[src/rtl/input_conditioner_n_pkg.sv]
// input_conditioner_n_pkg: repeat-state encoding and sizing helpers
// shared by the button conditioner and its per-channel chain.
package input_conditioner_n_pkg;

   typedef enum logic [1:0] {
      RPT_IDLE   = 2'd0,
      RPT_DELAY  = 2'd1,
      RPT_REPEAT = 2'd2
   } rpt_state_e;

   function automatic int db_cycles(input int clk_hz, input int debounce_us);
      int c;
      c = clk_hz / 1000000 * debounce_us;
      return (c < 1) ? 1 : c;
   endfunction

   function automatic int cnt_width(input int max_val);
      return (max_val < 1) ? 1 : $clog2(max_val + 1);
   endfunction

endpackage

[src/rtl/input_conditioner_n_channel.sv]
// input_conditioner_n_channel: one button's polarity fix, sync, debounce,
// press detect, auto-repeat and frame-aligned one-shot.
module input_conditioner_n_channel
   import input_conditioner_n_pkg::*;
#(
   parameter int DB_CYCLES          = 1,
   parameter int REPEAT_DELAY_TICKS = 20,
   parameter int REPEAT_RATE_TICKS  = 5,
   parameter int ACTIVE_LOW         = 1
) (
   input  logic clk,
   input  logic rst_n,
   input  logic btn_raw,
   input  logic tick_input,
   input  logic repeat_en,
   output logic btn_level,
   output logic btn_final
);

   localparam int DB   = (DB_CYCLES < 1) ? 1 : DB_CYCLES;
   localparam int DLY  = (REPEAT_DELAY_TICKS < 1) ? 1 : REPEAT_DELAY_TICKS;
   localparam int RATE = (REPEAT_RATE_TICKS < 1) ? 1 : REPEAT_RATE_TICKS;
   localparam int CW   = cnt_width(DB);
   localparam int RW   = cnt_width((DLY > RATE) ? DLY : RATE);
   localparam logic [CW-1:0] DB_LAST   = CW'(DB - 1);
   localparam logic [RW-1:0] DLY_LAST  = RW'(DLY - 1);
   localparam logic [RW-1:0] RATE_LAST = RW'(RATE - 1);

   logic          in_bit, sync1_q, sync2_q;
   logic          level_q, level_d, level_dly_q;
   logic          pend_q, pend_d, final_q, final_d;
   logic          press, rep, evt;
   logic [CW-1:0] db_cnt_q, db_cnt_d;
   logic [RW-1:0] rcnt_q, rcnt_d;
   rpt_state_e    state_q, state_d;

   always_comb begin
      in_bit   = (ACTIVE_LOW != 0) ? ~btn_raw : btn_raw;
      press    = level_q & ~level_dly_q;
      level_d  = level_q;
      db_cnt_d = '0;
      if (sync2_q != level_q) begin
         if (db_cnt_q == DB_LAST) level_d = ~level_q;
         else db_cnt_d = db_cnt_q + CW'(1);
      end
      state_d = state_q;
      rcnt_d  = rcnt_q;
      rep     = 1'b0;
      // Release or disable aborts repeating and wins over a same-cycle repeat.
      if (!level_q || !repeat_en) begin
         state_d = RPT_IDLE;
         rcnt_d  = '0;
      end else if (state_q == RPT_IDLE) begin
         if (press) begin
            state_d = RPT_DELAY;
            rcnt_d  = '0;
         end
      end else if (tick_input) begin
         if (rcnt_q == ((state_q == RPT_DELAY) ? DLY_LAST : RATE_LAST)) begin
            rep     = 1'b1;
            rcnt_d  = '0;
            state_d = RPT_REPEAT;
         end else begin
            rcnt_d = rcnt_q + RW'(1);
         end
      end
      evt     = press | rep;
      final_d = tick_input & pend_q;
      pend_d  = tick_input ? evt : (pend_q | evt);
   end

   always_ff @(posedge clk or negedge rst_n) begin
      if (!rst_n) begin
         sync1_q     <= 1'b0;
         sync2_q     <= 1'b0;
         level_q     <= 1'b0;
         level_dly_q <= 1'b0;
         db_cnt_q    <= '0;
         rcnt_q      <= '0;
         state_q     <= RPT_IDLE;
         pend_q      <= 1'b0;
         final_q     <= 1'b0;
      end else begin
         sync1_q     <= in_bit;
         sync2_q     <= sync1_q;
         level_q     <= level_d;
         level_dly_q <= level_q;
         db_cnt_q    <= db_cnt_d;
         rcnt_q      <= rcnt_d;
         state_q     <= state_d;
         pend_q      <= pend_d;
         final_q     <= final_d;
      end
   end

   assign btn_level = level_q;
   assign btn_final = final_q;

endmodule

[src/rtl/input_conditioner_n.sv]
// input_conditioner_n: N independent button channels producing debounced
// levels and at most one frame-aligned action pulse per frame each.
module input_conditioner_n
   import input_conditioner_n_pkg::*;
#(
   parameter int N_CH               = 4,
   parameter int CLK_HZ             = 50000000,
   parameter int DEBOUNCE_US        = 5000,
   parameter int REPEAT_DELAY_TICKS = 20,
   parameter int REPEAT_RATE_TICKS  = 5,
   parameter int ACTIVE_LOW         = 1
) (
   input  logic            CLOCK_50,
   input  logic            resetn,
   input  logic [N_CH-1:0] btn_raw,
   input  logic            tick_input,
   input  logic [N_CH-1:0] repeat_en,
   output logic [N_CH-1:0] btn_level,
   output logic [N_CH-1:0] btn_final
);

   localparam int DB_CYCLES = db_cycles(CLK_HZ, DEBOUNCE_US);

   genvar i;
   generate
      for (i = 0; i < N_CH; i++) begin : g_ch
         input_conditioner_n_channel #(
            .DB_CYCLES         (DB_CYCLES),
            .REPEAT_DELAY_TICKS(REPEAT_DELAY_TICKS),
            .REPEAT_RATE_TICKS (REPEAT_RATE_TICKS),
            .ACTIVE_LOW        (ACTIVE_LOW)
         ) u_ch (
            .clk       (CLOCK_50),
            .rst_n     (resetn),
            .btn_raw   (btn_raw[i]),
            .tick_input(tick_input),
            .repeat_en (repeat_en[i]),
            .btn_level (btn_level[i]),
            .btn_final (btn_final[i])
         );
      end
   endgenerate

endmodule

[config.mk]
export PLATFORM = sky130hd
export DESIGN_NAME = input_conditioner_n
export DESIGN_NICKNAME = d
export VERILOG_FILES = /design/src/rtl/input_conditioner_n_pkg.sv /design/src/rtl/input_conditioner_n_channel.sv /design/src/rtl/input_conditioner_n.sv
export SDC_FILE = /design/constraint.sdc
export NUM_CORES = 1
export LEC_CHECK = 0
export CELL_PAD_IN_SITES_DETAIL_PLACEMENT = 1
export CELL_PAD_IN_SITES_GLOBAL_PLACEMENT = 1
export CORE_ASPECT_RATIO = 0.8
export CORE_MARGIN = 10
export CORE_UTILIZATION = 49
export DETAILED_ROUTE_END_ITERATION = 8
export GPL_TIMING_DRIVEN = 0
export PLACE_DENSITY = 0.88
export SLEW_MARGIN = 10
export SYNTH_ARGS = -nofsm -noshare
export SYNTH_HDL_FRONTEND = slang
export SYNTH_SLANG_ARGS = --single-unit
[constraint.sdc]
create_clock -name CLOCK_50 -period 2.92 [get_ports CLOCK_50]
set_clock_uncertainty 0.2 [all_clocks]
set_input_delay 0.876 -clock CLOCK_50 [delete_from_list [all_inputs] [get_ports CLOCK_50]]
set_output_delay 0.876 -clock CLOCK_50 [all_outputs]
set_load 0.03 [all_outputs]
; Word level (Yosys, flattened, before mapping)
; Index checks and enable logic that the tools add are counted.
; Widths: inputs -> output; s select.
[classes]
n_addsub = 8
eq_ne = 20
n_mux = 72
bitwise_logic = 28
n_reduce_logical = 36
[op_table]
columns = op, n
row1 = $mux 18, 8
row2 = $mux 5, 24
row3 = $add 18x1->18 const B, 4
row4 = $eq 18x18->1 const B, 4
row5 = $mux 2, 20
row6 = $reduce_bool 3->1, 8
row7 = $add 5x1->5 const B, 4
row8 = $eq 5x5->1, 4
row9 = $mux 1, 20
row10 = $reduce_and 2->1, 8
row11 = $ne 3x1->1 const B, 4
row12 = $not 1->1, 12
row13 = $reduce_and 3->1, 4
row14 = $and 1x1->1, 8
row15 = $eq 2x1->1 const B, 4
row16 = $logic_not 1->1, 8
row17 = $logic_not 2->1, 4
row18 = $or 1x1->1, 8
row19 = $logic_or 1x1->1, 4
row20 = $ne 1x1->1, 4
[totals]
ff_bits = 124
elab_cells = 200

; Logic depth before layout (Yosys ltp)
[depth]
word_depth = 10
mapped_depth = 6

; Hierarchy
; From an unflattened synthesis, not the netlist that was laid out.
[unflattened]
hier_cells = 592
hier_area_um2 = 6266.0
[modules_own_cells]
columns = module, n_inst, cells_each, area_each_um2
row1 = input_conditioner_n_channel, 4, 148, 1566.5

; Worst setup path before layout
; OpenSTA, ideal clock, no wires.
[synth_timing]
kind = input to register
start = input port tick_input
end = register g_ch[3].u_ch.rcnt_q[4]
t_arrival_ns = 1.827
t_required_ns = 2.589
slack_ns = 0.762
path_stages = 4
n_path_buf = 0
cell_sequence = o21a_1 > a211oi_1 > or4b_2 > o211ai_1
[synth_between]
elab_chain_cells = 2
[synth_rtl]
columns = element, line
row1 = from (decl), input_conditioner_n.sv:16  ; input logic tick_input,
row2 = $reduce_bool 3->1 (no source line), -
row3 = $reduce_and 2->1 (no source line), -
row4 = to (signal assigned), input_conditioner_n_channel.sv:89  ; rcnt_q <= rcnt_d;
row5 = to (decl), input_conditioner_n_channel.sv:34  ; logic [RW-1:0] rcnt_q, rcnt_d;
; Every way passes these cells.
; A chain may end at the register's enable or synchronous reset.

; Final worst setup path
[layout_timing]
start = register g_ch[3].u_ch.level_q
end = output port btn_level[3]
[layout_lines]
columns = element, line
row1 = from (decl), input_conditioner_n_channel.sv:30  ; logic level_q, level_d, level_dly_q;
row2 = from (signal assigned), input_conditioner_n_channel.sv:86  ; level_q <= level_d;
row3 = to (decl), input_conditioner_n.sv:18  ; output logic [N_CH-1:0] btn_level,
; No word-level cell between the ends.

==> results.txt <==
----------------------------------------------------
[Synth]
  Post-synthesis area per instance ... 9.90 um2
  Predominant post-synthesis flop cell ... sky130_fd_sc_hd__dfrtp_1
  Number of synthesized register bits ... 124
  Count of yosys warnings during synthesis ... 0
  Compound-Gate Fraction of Synth Area ... 9.60%
  Post-synthesis instance total ... 627
  Mapped cell area ... 6200 um2
  Synthesized-area fraction occupied by adder cells ... 1.61%
  Largest family of logic cells by synthesized area ... simple AND/OR/NAND/NOR gates
  Mux cell area share after synthesis ... 0.726%
  Xor-xnor portion of the synthesized cell area ... 8.61%
  Share of the synthesized area in the top cell type ... 50.0%
  Simple-Gate Fraction of Synth Area ... 25.9%
  Unique masters post-synth ... 56
  Library cell occupying the most area in the post-synthesis netlist ... sky130_fd_sc_hd__dfrtp_1
  Synth Net Count ... 646
  Synth async-reset ratio ... 100%
  Synth top area cells ... sky130_fd_sc_hd__dfrtp_1 (50%), sky130_fd_sc_hd__xnor2_1 (5.8%), sky130_fd_sc_hd__nor2_1 (4.7%), sky130_fd_sc_hd__nand3_1 (3.8%), sky130_fd_sc_hd__xor2_1 (2.8%)
  Sequential area share after synthesis ... 50.0%
  Number of enable-type register cells in the synthesized netlist ... 0

[Timing]
  Minimum setup slack in the final design ... 103 ps
  Slew @ Worst Pin ... 1070 ps
  Max-slew headroom at the worst pin ... 28.4%
  Fin crit share ... 96.5%
  Count of pins over their slew limit ... 0
  Tmin final ... 2820 ps
  Peak clock frequency supported by timing ... 355 MHz
  RSZ-0062 raised after global routing ... false
  Setup violators final ... 0
  Final hold violation count ... 0
  Setup TNS ... 0 ps

[Layout]
  Most common cell after layout, fill and taps aside ... sky130_fd_sc_hd__dfrtp_1
  Nets ... 684
  Commonest cells after routing, fill and taps aside ... sky130_fd_sc_hd__dfrtp_1 (124), sky130_fd_sc_hd__nor2_1 (78), sky130_fd_sc_hd__nand3_1 (47)
  Utilization after layout ... 59.4%
  Filler cells ... 1,350
  Area growth from synthesis to layout ... 17.7%
  Share of post-route cells with drive strength above 1 ... 9.60%
  Antenna Diode Count ... 0

[Clock tree]
  Clock tree root driver cell ... sky130_fd_sc_hd__clkbuf_16
  Source-to-sink clock delay at the later pin of the worst-skew pair ... 420 ps
  CTS sink count ... 124
  Bufs on Longest Clock Path ... 2
  CTS hold repair buffers ... 0
  Clock Pin Slew Worst Setup and Hold Paths ... 60 ps
  CTS tree ... built
  Maximum level of the CTS H-tree ... 4
  Number of buffers created by CTS ... 17

[Run status]
  Run status ... completed

[Routing]
  Number of DRC markers in iteration 0 ... 291
  Average via count per standard cell ... 5.95
  Routed via count ... 5,047
  Detail-routed net length per standard cell ... 19.7 um
  Overall routed net length ... 16.7 mm
  Post-route DRC ... 0
  DR pass1 iterations ... 5
  Remaining antenna violation count ... 0

[Global route]
  Initial antenna violation count ... 0
  Leftover overflow at the end of global routing ... 0
  Number of global-route vias before repair ... 5,512
  Global-route wire length before repair ... 28.2 mm
  GRT Resource Usage Total ... 19.4%
  Pin count of the biggest net entering global routing ... 71

[Worst setup path]
  Crit path required time ... 1840 ps
  CP endpoint kind ... output port
  Category of the critical setup timing path ... reg2out
  Worst path arrival time ... 1740 ps
  Kind of start point of the critical path ... flop
  Critical path fanouts, max ... 7

[Die]
  I/O pin total ... 19
  Initial Utilization ... 50.5%
  Die area ... 17,600 um2
  Total number of placement rows ... 36
  Die width ... 146 um
  Height of the chip ... 121 um
  Standard cell core area ... 12,300 um2

[Place]
  IO Port Bufs ... 18
  Worst Setup Slack post-DPL ... -285 ps
  HPWL Detailed ... 10.5 mm
  Final RePlAce weighted congestion ... 0.862

[Power]
  Leakage dissipation ... 0.00296 uW
  Power per cell area ... 584 nW/um2
  IR Drop Worst-Case VDD ... 441 uV
  Power Total ... 4270 uW

[Run]
  Total of max-cap violations ... 0

[Min path]
  Path category of the worst min-delay check ... reg2reg

----------------------------------------------------
[synthesized netlist by cell type (5+ instances only)]
cell / instances
sky130_fd_sc_hd__dfrtp_1: 124
sky130_fd_sc_hd__nor2_1: 78
sky130_fd_sc_hd__nand3_1: 47
sky130_fd_sc_hd__nand2_1: 42
sky130_fd_sc_hd__xnor2_1: 41
sky130_fd_sc_hd__inv_1: 28
sky130_fd_sc_hd__nor4_1: 26
sky130_fd_sc_hd__nand4_1: 20
sky130_fd_sc_hd__xor2_1: 20
sky130_fd_sc_hd__nor3_1: 19
sky130_fd_sc_hd__o21ai_0: 11
sky130_fd_sc_hd__a21oi_1: 10
sky130_fd_sc_hd__or2_2: 10
sky130_fd_sc_hd__clkbuf_1: 9
sky130_fd_sc_hd__nor2b_1: 9
sky130_fd_sc_hd__or4_1: 9
sky130_fd_sc_hd__buf_4: 8
sky130_fd_sc_hd__ha_1: 8
sky130_fd_sc_hd__nand2b_1: 8
sky130_fd_sc_hd__and2_1: 7
sky130_fd_sc_hd__nor4b_1: 7
sky130_fd_sc_hd__o32ai_1: 7
sky130_fd_sc_hd__o31ai_1: 6
sky130_fd_sc_hd__and4_1: 5
sky130_fd_sc_hd__o21a_1: 5
sky130_fd_sc_hd__or3_1: 5
[state kept, by name (all words and copies together) (netlist names)]
| register | cells |
|---|---|
| g_ch.u_ch.state_q | 8 |
| g_ch.u_ch.level_dly_q | 4 |
| g_ch.u_ch.pend_q | 4 |
| g_ch.u_ch.rcnt_q | 20 |
| g_ch.u_ch.btn_level | 4 |
| g_ch.u_ch.sync1_q | 4 |
| g_ch.u_ch.db_cnt_q | 72 |
| g_ch.u_ch.btn_final | 4 |
| g_ch.u_ch.sync2_q | 4 |
[stage by stage]
stage,cell area (um2),hold slack [ps],instances
finish,7300,147,848
global route,7300,150,848
CTS,7290,148,848
detailed placement,6630,136,817
global placement,6600,133,816
floorplan,6200,131,627
[report_power, final]
| group | internal [uW] | total [uW] | switching (uW) |
|---|---|---|---|
| sequential | 1740 | 1760 | 20.4 |
| clock | 1620 | 2390 | 764 |
| combinational | 38.1 | 119 | 80.7 |
[routing by layer]
| metal | wire (um) | track usage (%) | up-vias |
|---|---|---|---|
| li1 | - | - | 2329 |
| met1 | 7280 | 23.4 | 2612 |
| met2 | 8590 | 33.3 | 84 |
| met3 | 551 | 4.29 | 22 |
| met4 | 259 | 7.19 | 0 |
| met5 | 0 | 0 | - |
[critical path, cell delays in order, from the launching register on]
cell	delay [ps]
sky130_fd_sc_hd__dfrtp_1	500
sky130_fd_sc_hd__buf_4	160
sky130_fd_sc_hd__clkdlybuf4s50_1	660
[cells by family (layout without fill, tap and decap cells)]
group	count (synthesis)	after routing
multiplexers	4	4
XOR/XNOR	61	61
adder cells (fa/ha/maj)	8	8
AND/OR/NAND/NOR	306	306
flip-flops	124	124
buffers and inverters	49	99
AO/OA/AOI/OAI	75	75
[worst paths after layout]
| kind | slack, ps | start | cells past startpoint | end |
|---|---|---|---|---|
| max in group asynchronous | 1590 | resetn | 2 | g_ch[1].u_ch.db_cnt_q[4] |
| hold / removal | 150 | g_ch[2].u_ch.sync1_q | 0 | g_ch[2].u_ch.sync2_q |
| hold reg to reg | 150 | g_ch[2].u_ch.sync1_q | 0 | g_ch[2].u_ch.sync2_q |
| setup / recovery | 100 | g_ch[3].u_ch.btn_level | 2 | btn_level[3] |
| min in group asynchronous | 200 | resetn | 1 | g_ch[2].u_ch.db_cnt_q[13] |
| setup reg to reg | 410 | g_ch[3].u_ch.rcnt_q[1] | 4 | g_ch[3].u_ch.rcnt_q[2] |
[final cells by class]
type | count | area [um2] | share of cell area (%)
plain buffers | 21 | 115 | 1.58
inverters | 28 | 105 | 1.44
repair buffers | 19 | 209 | 2.86
flip-flops and latches | 124 | 3100 | 42.5
multi-input cells | 454 | 2890 | 39.6
well taps | 171 | 214 | 2.93
clock inverters | 6 | 155 | 2.13
clock buffers | 25 | 505 | 6.92
[repair_timing]
item                       CTS  global route
resized for setup            0             3
setup endpoints to repair    0            10
hold endpoints to repair     0             0
setup buffers                0             0
Note: power is estimated with default switching activity, not from simulation.
